File: src/rtl/axis_pad_if.sv
// AXI4-Stream beat bundle with single-bit keep, shared by the pad input and output sides.
interface axis_pad_if #(
   parameter int WIDTH = 8
);
   logic             tvalid;
   logic             tready;
   logic             tlast;
   logic             tkeep;
   logic [WIDTH-1:0] tdata;

   modport master (output tvalid, tlast, tkeep, tdata, input tready);
   modport slave  (input tvalid, tlast, tkeep, tdata, output tready);
endinterface

File: src/rtl/axis_pad.sv
// Pads AXI4-Stream packets to MINLEN counted beats with filler beats; 1-cycle registered output.
// Full throughput while passing; input is held off (s.tready low) only while filler is emitted.
module axis_pad #(
   parameter int               WIDTH    = 8,
   parameter int               MINLEN   = 60,
   parameter logic [WIDTH-1:0] PADVAL   = '0,
   parameter bit               KEEP_PAD = 1'b1
) (
   input  logic       clock,
   input  logic       reset,
   axis_pad_if.slave  s,
   axis_pad_if.master m
);
   localparam int            CW    = $clog2(MINLEN + 1);
   localparam logic [CW-1:0] MIN_C = CW'(MINLEN);

   typedef enum logic {PASS, PAD} state_t;

   state_t        state;
   logic [CW-1:0] count;
   logic [CW-1:0] cnt_next;
   logic [CW-1:0] pad_next;
   logic [CW:0]   cnt_sum;
   logic          slot_free;

   assign slot_free = !m.tvalid || m.tready;
   assign s.tready  = (state == PASS) && slot_free && !reset;

   // Null beats pass through but do not count towards the minimum length.
   assign cnt_sum  = {1'b0, count} + {{CW{1'b0}}, s.tkeep};
   assign cnt_next = (cnt_sum > {1'b0, MIN_C}) ? MIN_C : cnt_sum[CW-1:0];
   assign pad_next = count + CW'(1);

   always_ff @(posedge clock) begin
      if (reset) begin
         state    <= PASS;
         count    <= '0;
         m.tvalid <= 1'b0;
         m.tlast  <= 1'b0;
         m.tkeep  <= 1'b0;
         m.tdata  <= '0;
      end else if (slot_free) begin
         unique case (state)
            PASS: begin
               m.tvalid <= s.tvalid;
               if (s.tvalid) begin
                  m.tdata <= s.tdata;
                  m.tkeep <= s.tkeep;
                  if (s.tlast && (cnt_next >= MIN_C)) begin
                     m.tlast <= 1'b1;
                     count   <= '0;
                  end else begin
                     // A short packet's tlast moves onto the final filler beat.
                     m.tlast <= 1'b0;
                     count   <= cnt_next;
                     if (s.tlast) begin
                        state <= PAD;
                     end
                  end
               end
            end
            PAD: begin
               m.tvalid <= 1'b1;
               m.tdata  <= PADVAL;
               m.tkeep  <= KEEP_PAD;
               if (pad_next == MIN_C) begin
                  m.tlast <= 1'b1;
                  count   <= '0;
                  state   <= PASS;
               end else begin
                  m.tlast <= 1'b0;
                  count   <= pad_next;
               end
            end
         endcase
      end
   end
endmodule

File: src/flat_wrapper.sv
// flat-port wrapper written by rule: the top's interface ports become plain ports
module axis_pad_flat 
#(
   parameter int               WIDTH    = 8,
   parameter int               MINLEN   = 60,
   parameter logic [WIDTH-1:0] PADVAL   = '0,
   parameter bit               KEEP_PAD = 1'b1
)
  (clock, reset, s_tvalid, s_tlast, s_tkeep, s_tdata, s_tready, m_tvalid, m_tlast, m_tkeep, m_tdata, m_tready);
  axis_pad_if #(.WIDTH(WIDTH)) s_i ();
  axis_pad_if #(.WIDTH(WIDTH)) m_i ();
  input  logic clock;
  input  logic reset;
  input wire logic [$bits(s_i.tvalid)-1:0] s_tvalid;
  input wire logic [$bits(s_i.tlast)-1:0] s_tlast;
  input wire logic [$bits(s_i.tkeep)-1:0] s_tkeep;
  input wire logic [$bits(s_i.tdata)-1:0] s_tdata;
  output wire logic [$bits(s_i.tready)-1:0] s_tready;
  output wire logic [$bits(m_i.tvalid)-1:0] m_tvalid;
  output wire logic [$bits(m_i.tlast)-1:0] m_tlast;
  output wire logic [$bits(m_i.tkeep)-1:0] m_tkeep;
  output wire logic [$bits(m_i.tdata)-1:0] m_tdata;
  input wire logic [$bits(m_i.tready)-1:0] m_tready;
  assign s_i.tvalid = s_tvalid;
  assign s_i.tlast = s_tlast;
  assign s_i.tkeep = s_tkeep;
  assign s_i.tdata = s_tdata;
  assign s_tready = s_i.tready;
  assign m_tvalid = m_i.tvalid;
  assign m_tlast = m_i.tlast;
  assign m_tkeep = m_i.tkeep;
  assign m_tdata = m_i.tdata;
  assign m_i.tready = m_tready;
  axis_pad #(.WIDTH(WIDTH), .MINLEN(MINLEN), .PADVAL(PADVAL), .KEEP_PAD(KEEP_PAD)) u_core (.clock(clock), .reset(reset), .s(s_i), .m(m_i));
endmodule
File: config.mk
export PLATFORM = sky130hd
export DESIGN_NAME = axis_pad_flat
export DESIGN_NICKNAME = d
export VERILOG_FILES = /design/src/rtl/axis_pad_if.sv /design/src/rtl/axis_pad.sv /design/src/flat_wrapper.sv
export SDC_FILE = /design/constraint.sdc
export NUM_CORES = 1
export LEC_CHECK = 0
export ABC_CLOCK_PERIOD_IN_PS = 5400
export BUFFER_PORTS_ARGS = -buffer_cell sky130_fd_sc_hd__buf_2
export CORE_AREA = 3 3 44 56
export DETAILED_ROUTE_END_ITERATION = 8
export DIE_AREA = 0 0 47 59
export MAX_ROUTING_LAYER = met4
export PLACE_DENSITY = 0.8
export RECOVER_POWER = 25
export SLEW_MARGIN = 20
export SYNTH_ARGS = -nofsm -noshare
export SYNTH_HDL_FRONTEND = slang
export SYNTH_SLANG_ARGS = --single-unit
export TNS_END_PERCENT = 5
File: constraint.sdc
create_clock -name clock -period 5.4 [get_ports clock]
set_clock_uncertainty 0.15 [all_clocks]
set_input_delay 1.08 -clock clock [delete_from_list [all_inputs] [get_ports clock]]
set_output_delay 1.08 -clock clock [all_outputs]
set_load 0.01 [all_outputs]
==> results.md <==
* Clk_lat worst skew at around 300 ps
* Worst hold endpoint: u_core.m.tlast
* Filler Cell Count at 169
* Setup-failing EPs final at 0
* Inst Count DP at 165
* First-pass iteration count of the detailed router at 4
* Nets at roughly 170
* Cts hold-fix bufs at 0
* Total die area at 2773 um2
* CP arrival at between 1500 and 2000 ps
* Largest net degree at the start of global routing at 20
* Critical path's most frequent cell: buf_2
* Status: finished, final reports clean
* Layout area overhead at 12.61%
* Worst setup EP type: primary output
* Sequential share of power at 50.4%
* Hold path cells at 2
* FF+latch count, synth at 18
* Max-slew violations at 0
* Period minus WS final at 2953 ps
* Clock Power Share at 26.8%
* Hold Path Class: reg -> reg
* First-pass GRT wire length at 4.429 mm
* Initial antenna violation count at 0
* IO Count at 26
* Total gr overflow at 0
* Worst slew margin at approximately half
* Starting density of the core at roughly 56%
* CTS tree: done
* Clock root buffer: clkbuf_4
* Netlist cell types at 39
* Slowest stage delay, CP at 320 ps
* Die extent in y at 59 um
* Largest fanout on the critical path at 6
* Psw at between 100 and 150 uW
* Ant diodes at 0
* Crit share post-route at roughly 55%
* Mean Syn Cell Area at 8.602 um2
* Ratio of cells with drive above 1 in the final layout at 26.17%
* Core area at 1982 um2
* Internal power at between 200 and 250 uW
* DRC at 0
* Maximum root-to-sink buffer count at 2
* Crit-path cells: buf_2 > nor2b_1 > nor3_1 > buf_2
* Max Cap Viol at 0
* Drt wl/cell at 15.39 um
* Sequential share of the synthesized area at 32.73%
* PortBufs at 25
* Setup CP Type: in -> out
* RSZ-0062 raised after global routing: false
* DR vias/cell at slightly above 6
* Final hold viol count at 0
* GRT Overall Usage at roughly 22%
* Combinational group share of total power at between 20% and 30%
* FP Rows at 18
* Async SR Flop Fraction at 0%
* WP buf/inv at 2
* Cell area power density at between 200 and 300 nW/um2
* Hold wc startpoint: u_core.m.tlast
* Slew @ Worst Pin at ~750 ps
* Lkg Pwr at 0.4991 nW
* Total number of vias at 1051
* Vias in the first global route at 1070
* Post-synth net total at around 150
* H-Tree Depth at 1
* Slowest CP cell: nor2b_1
* Drt initial violations at 43
* Delay-heaviest family, CP: simple AND/OR/NAND/NOR gates
* Setup crit start kind: primary input
* GP Congestion at 0.9072
* Hpwl dp at 1.881 mm
* Total wire length at 2.601 mm
* # clock sinks at 18
* CTS buffer count at 3
* Synth Instances at ~130
* Post-CTS resize count at 0
* Peak VDD IR at roughly 0.17 mV
* Post-synth EDFFs at 0
* Reg2reg path depth at 6
* Most frequent cells in the layout: 23 x nor2_1, 19 x buf_2, 18 x dfxtp_1, 8 x a22oi_1
* Fmax at 0.3386 GHz
* Critical path required time at 4170 ps
* Top_reg_cell synth: dfxtp_1
* Chip width at 47 um
* Switching share of power at 31.76%
* Post-Layout Cell Count at between 150 and 200
* YS warnings at 0
* R2R Setup Slk at 3000 ps
* Setup Fix Bufs, Post-CTS at 0
* Commonest non-fill, non-tap cell in the layout: nor2_1
* Post-detailed-route count of antenna-violating nets at 0
* Setup TNS at 0 ps
* Netlist Area Pre-Place at 1101 um2
* Reg2reg start: u_core.count[1]
* Clk slew on worst S/H paths at 100 ps
* RR Endpoint: u_core.count[3]
-- kinds of logic (layout without fill, tap and decap cells) --
kind of cell               after synthesis  in the layout  share of synthesized area (%)
AOI/OAI and AO/OA                       38             38                          28.07
and+or+nand+nor                         51             51                          25.11
buffers and inverters                   11             32                          4.658
adders and majority gates                3              3                          3.409
xor gates and xnor gates                 6              6                          4.774
muxes                                    1              1                          1.250
DFF                                     18             18                          32.73
-- tightest hold or removal path, delay by kind of cell (launching register included) --
kind | cells | cell delay [ps]
flip-flops | 1 | 320
AND/OR/NAND/NOR | 1 | 50
AO/OA/AOI/OAI | 1 | 50
-- cell type report --
class / instances / area (um2) / share of cell area, %
Clock buffer: 4 / 36.28 / 2.926
Sequential cell: 18 / 360.3 / 29.06
Timing Repair Buffer: 25 / 117.6 / 9.485
Tap cell: 20 / 25.02 / 2.018
Inverter: 3 / 11.26 / 0.9082
Multi-Input combinational cell: 99 / 689.4 / 55.60
-- sequential cells by signal (all words and copies together) (netlist names) --
signal,count
u_core.m.tdata,8
u_core.m.tkeep,1
u_core.state,1
u_core.m.tlast,1
u_core.m.tvalid,1
u_core.count,6
-- routing by layer --
layer	GRT usage [%]	routed length, um	vias up
li1	-	-	507
met1	24.91	1070	499
met2	38.64	1344	38
met3	2.432	141	7
met4	10.28	44	0
met5	-	0	-
-- Yosys cell counts, types with 2 or more instances --
master | number | share of area [%]
nor3_1 | 3 | 1.4
nand2b_1 | 4 | 2.3
ha_1 | 3 | 3.4
clkbuf_1 | 4 | 1.4
nand2_1 | 5 | 1.7
buf_4 | 2 | 1.4
a21oi_1 | 4 | 1.8
nand3_1 | 5 | 2.3
xor2_1 | 3 | 2.4
a31oi_1 | 2 | 1.1
nand3b_1 | 4 | 2.7
o221a_2 | 3 | 3.1
xnor2_1 | 3 | 2.4
nor2_1 | 23 | 7.8
buf_2 | 2 | 0.91
a22oi_1 | 8 | 5.5
or2_2 | 2 | 1.1
o211ai_1 | 2 | 1.4
inv_1 | 3 | 1.0
o21ai_0 | 6 | 2.7
dfxtp_1 | 18 | 33
a211oi_1 | 2 | 1.4
-- power by group through the flow --
stage / registers, mW / logic, mW / clock network (mW)
after floorplan: 0.155 / 0.0601 / 0
after global placement: 0.162 / 0.0712 / 0
after global routing: 0.162 / 0.0815 / 0.0929
final: 0.160 / 0.0726 / 0.0853
after CTS: 0.160 / 0.0731 / 0.0863
after detailed placement: 0.163 / 0.0725 / 0
-- worst max path at each step --
| stage | slack [ps] | to | start | depth (start not counted) |
|---|---|---|---|---|
| 2_1_floorplan | 2600 | s_tready | reset | 2 |
| 6_report | 2450 | s_tready | m_tready | 4 |
| 3_5_place_dp | 2380 | u_core.count[5] | s_tkeep | 8 |
| 5_1_grt | 2360 | s_tready | m_tready | 4 |
| 4_1_cts | 2450 | s_tready | m_tready | 4 |
| 3_3_place_gp | 2460 | u_core.count[5] | s_tkeep | 8 |
-- through the flow --
stage                     total power, mW  setup WS (ps)  hold WS (ps)  cell area (um2)  util [%]
after detailed placement           0.2351           2376         301.5             1211     61.11
after global placement             0.2330           2459         297.8             1211     61.11
final                              0.3181           2447         315.8             1240     62.56
after floorplan                    0.2155           2602         330.5             1101         -
after global routing               0.3365           2360         369.1             1240     62.56
after CTS                          0.3191           2445         322.3             1247     62.94
Power figures use the tool's default switching activity.
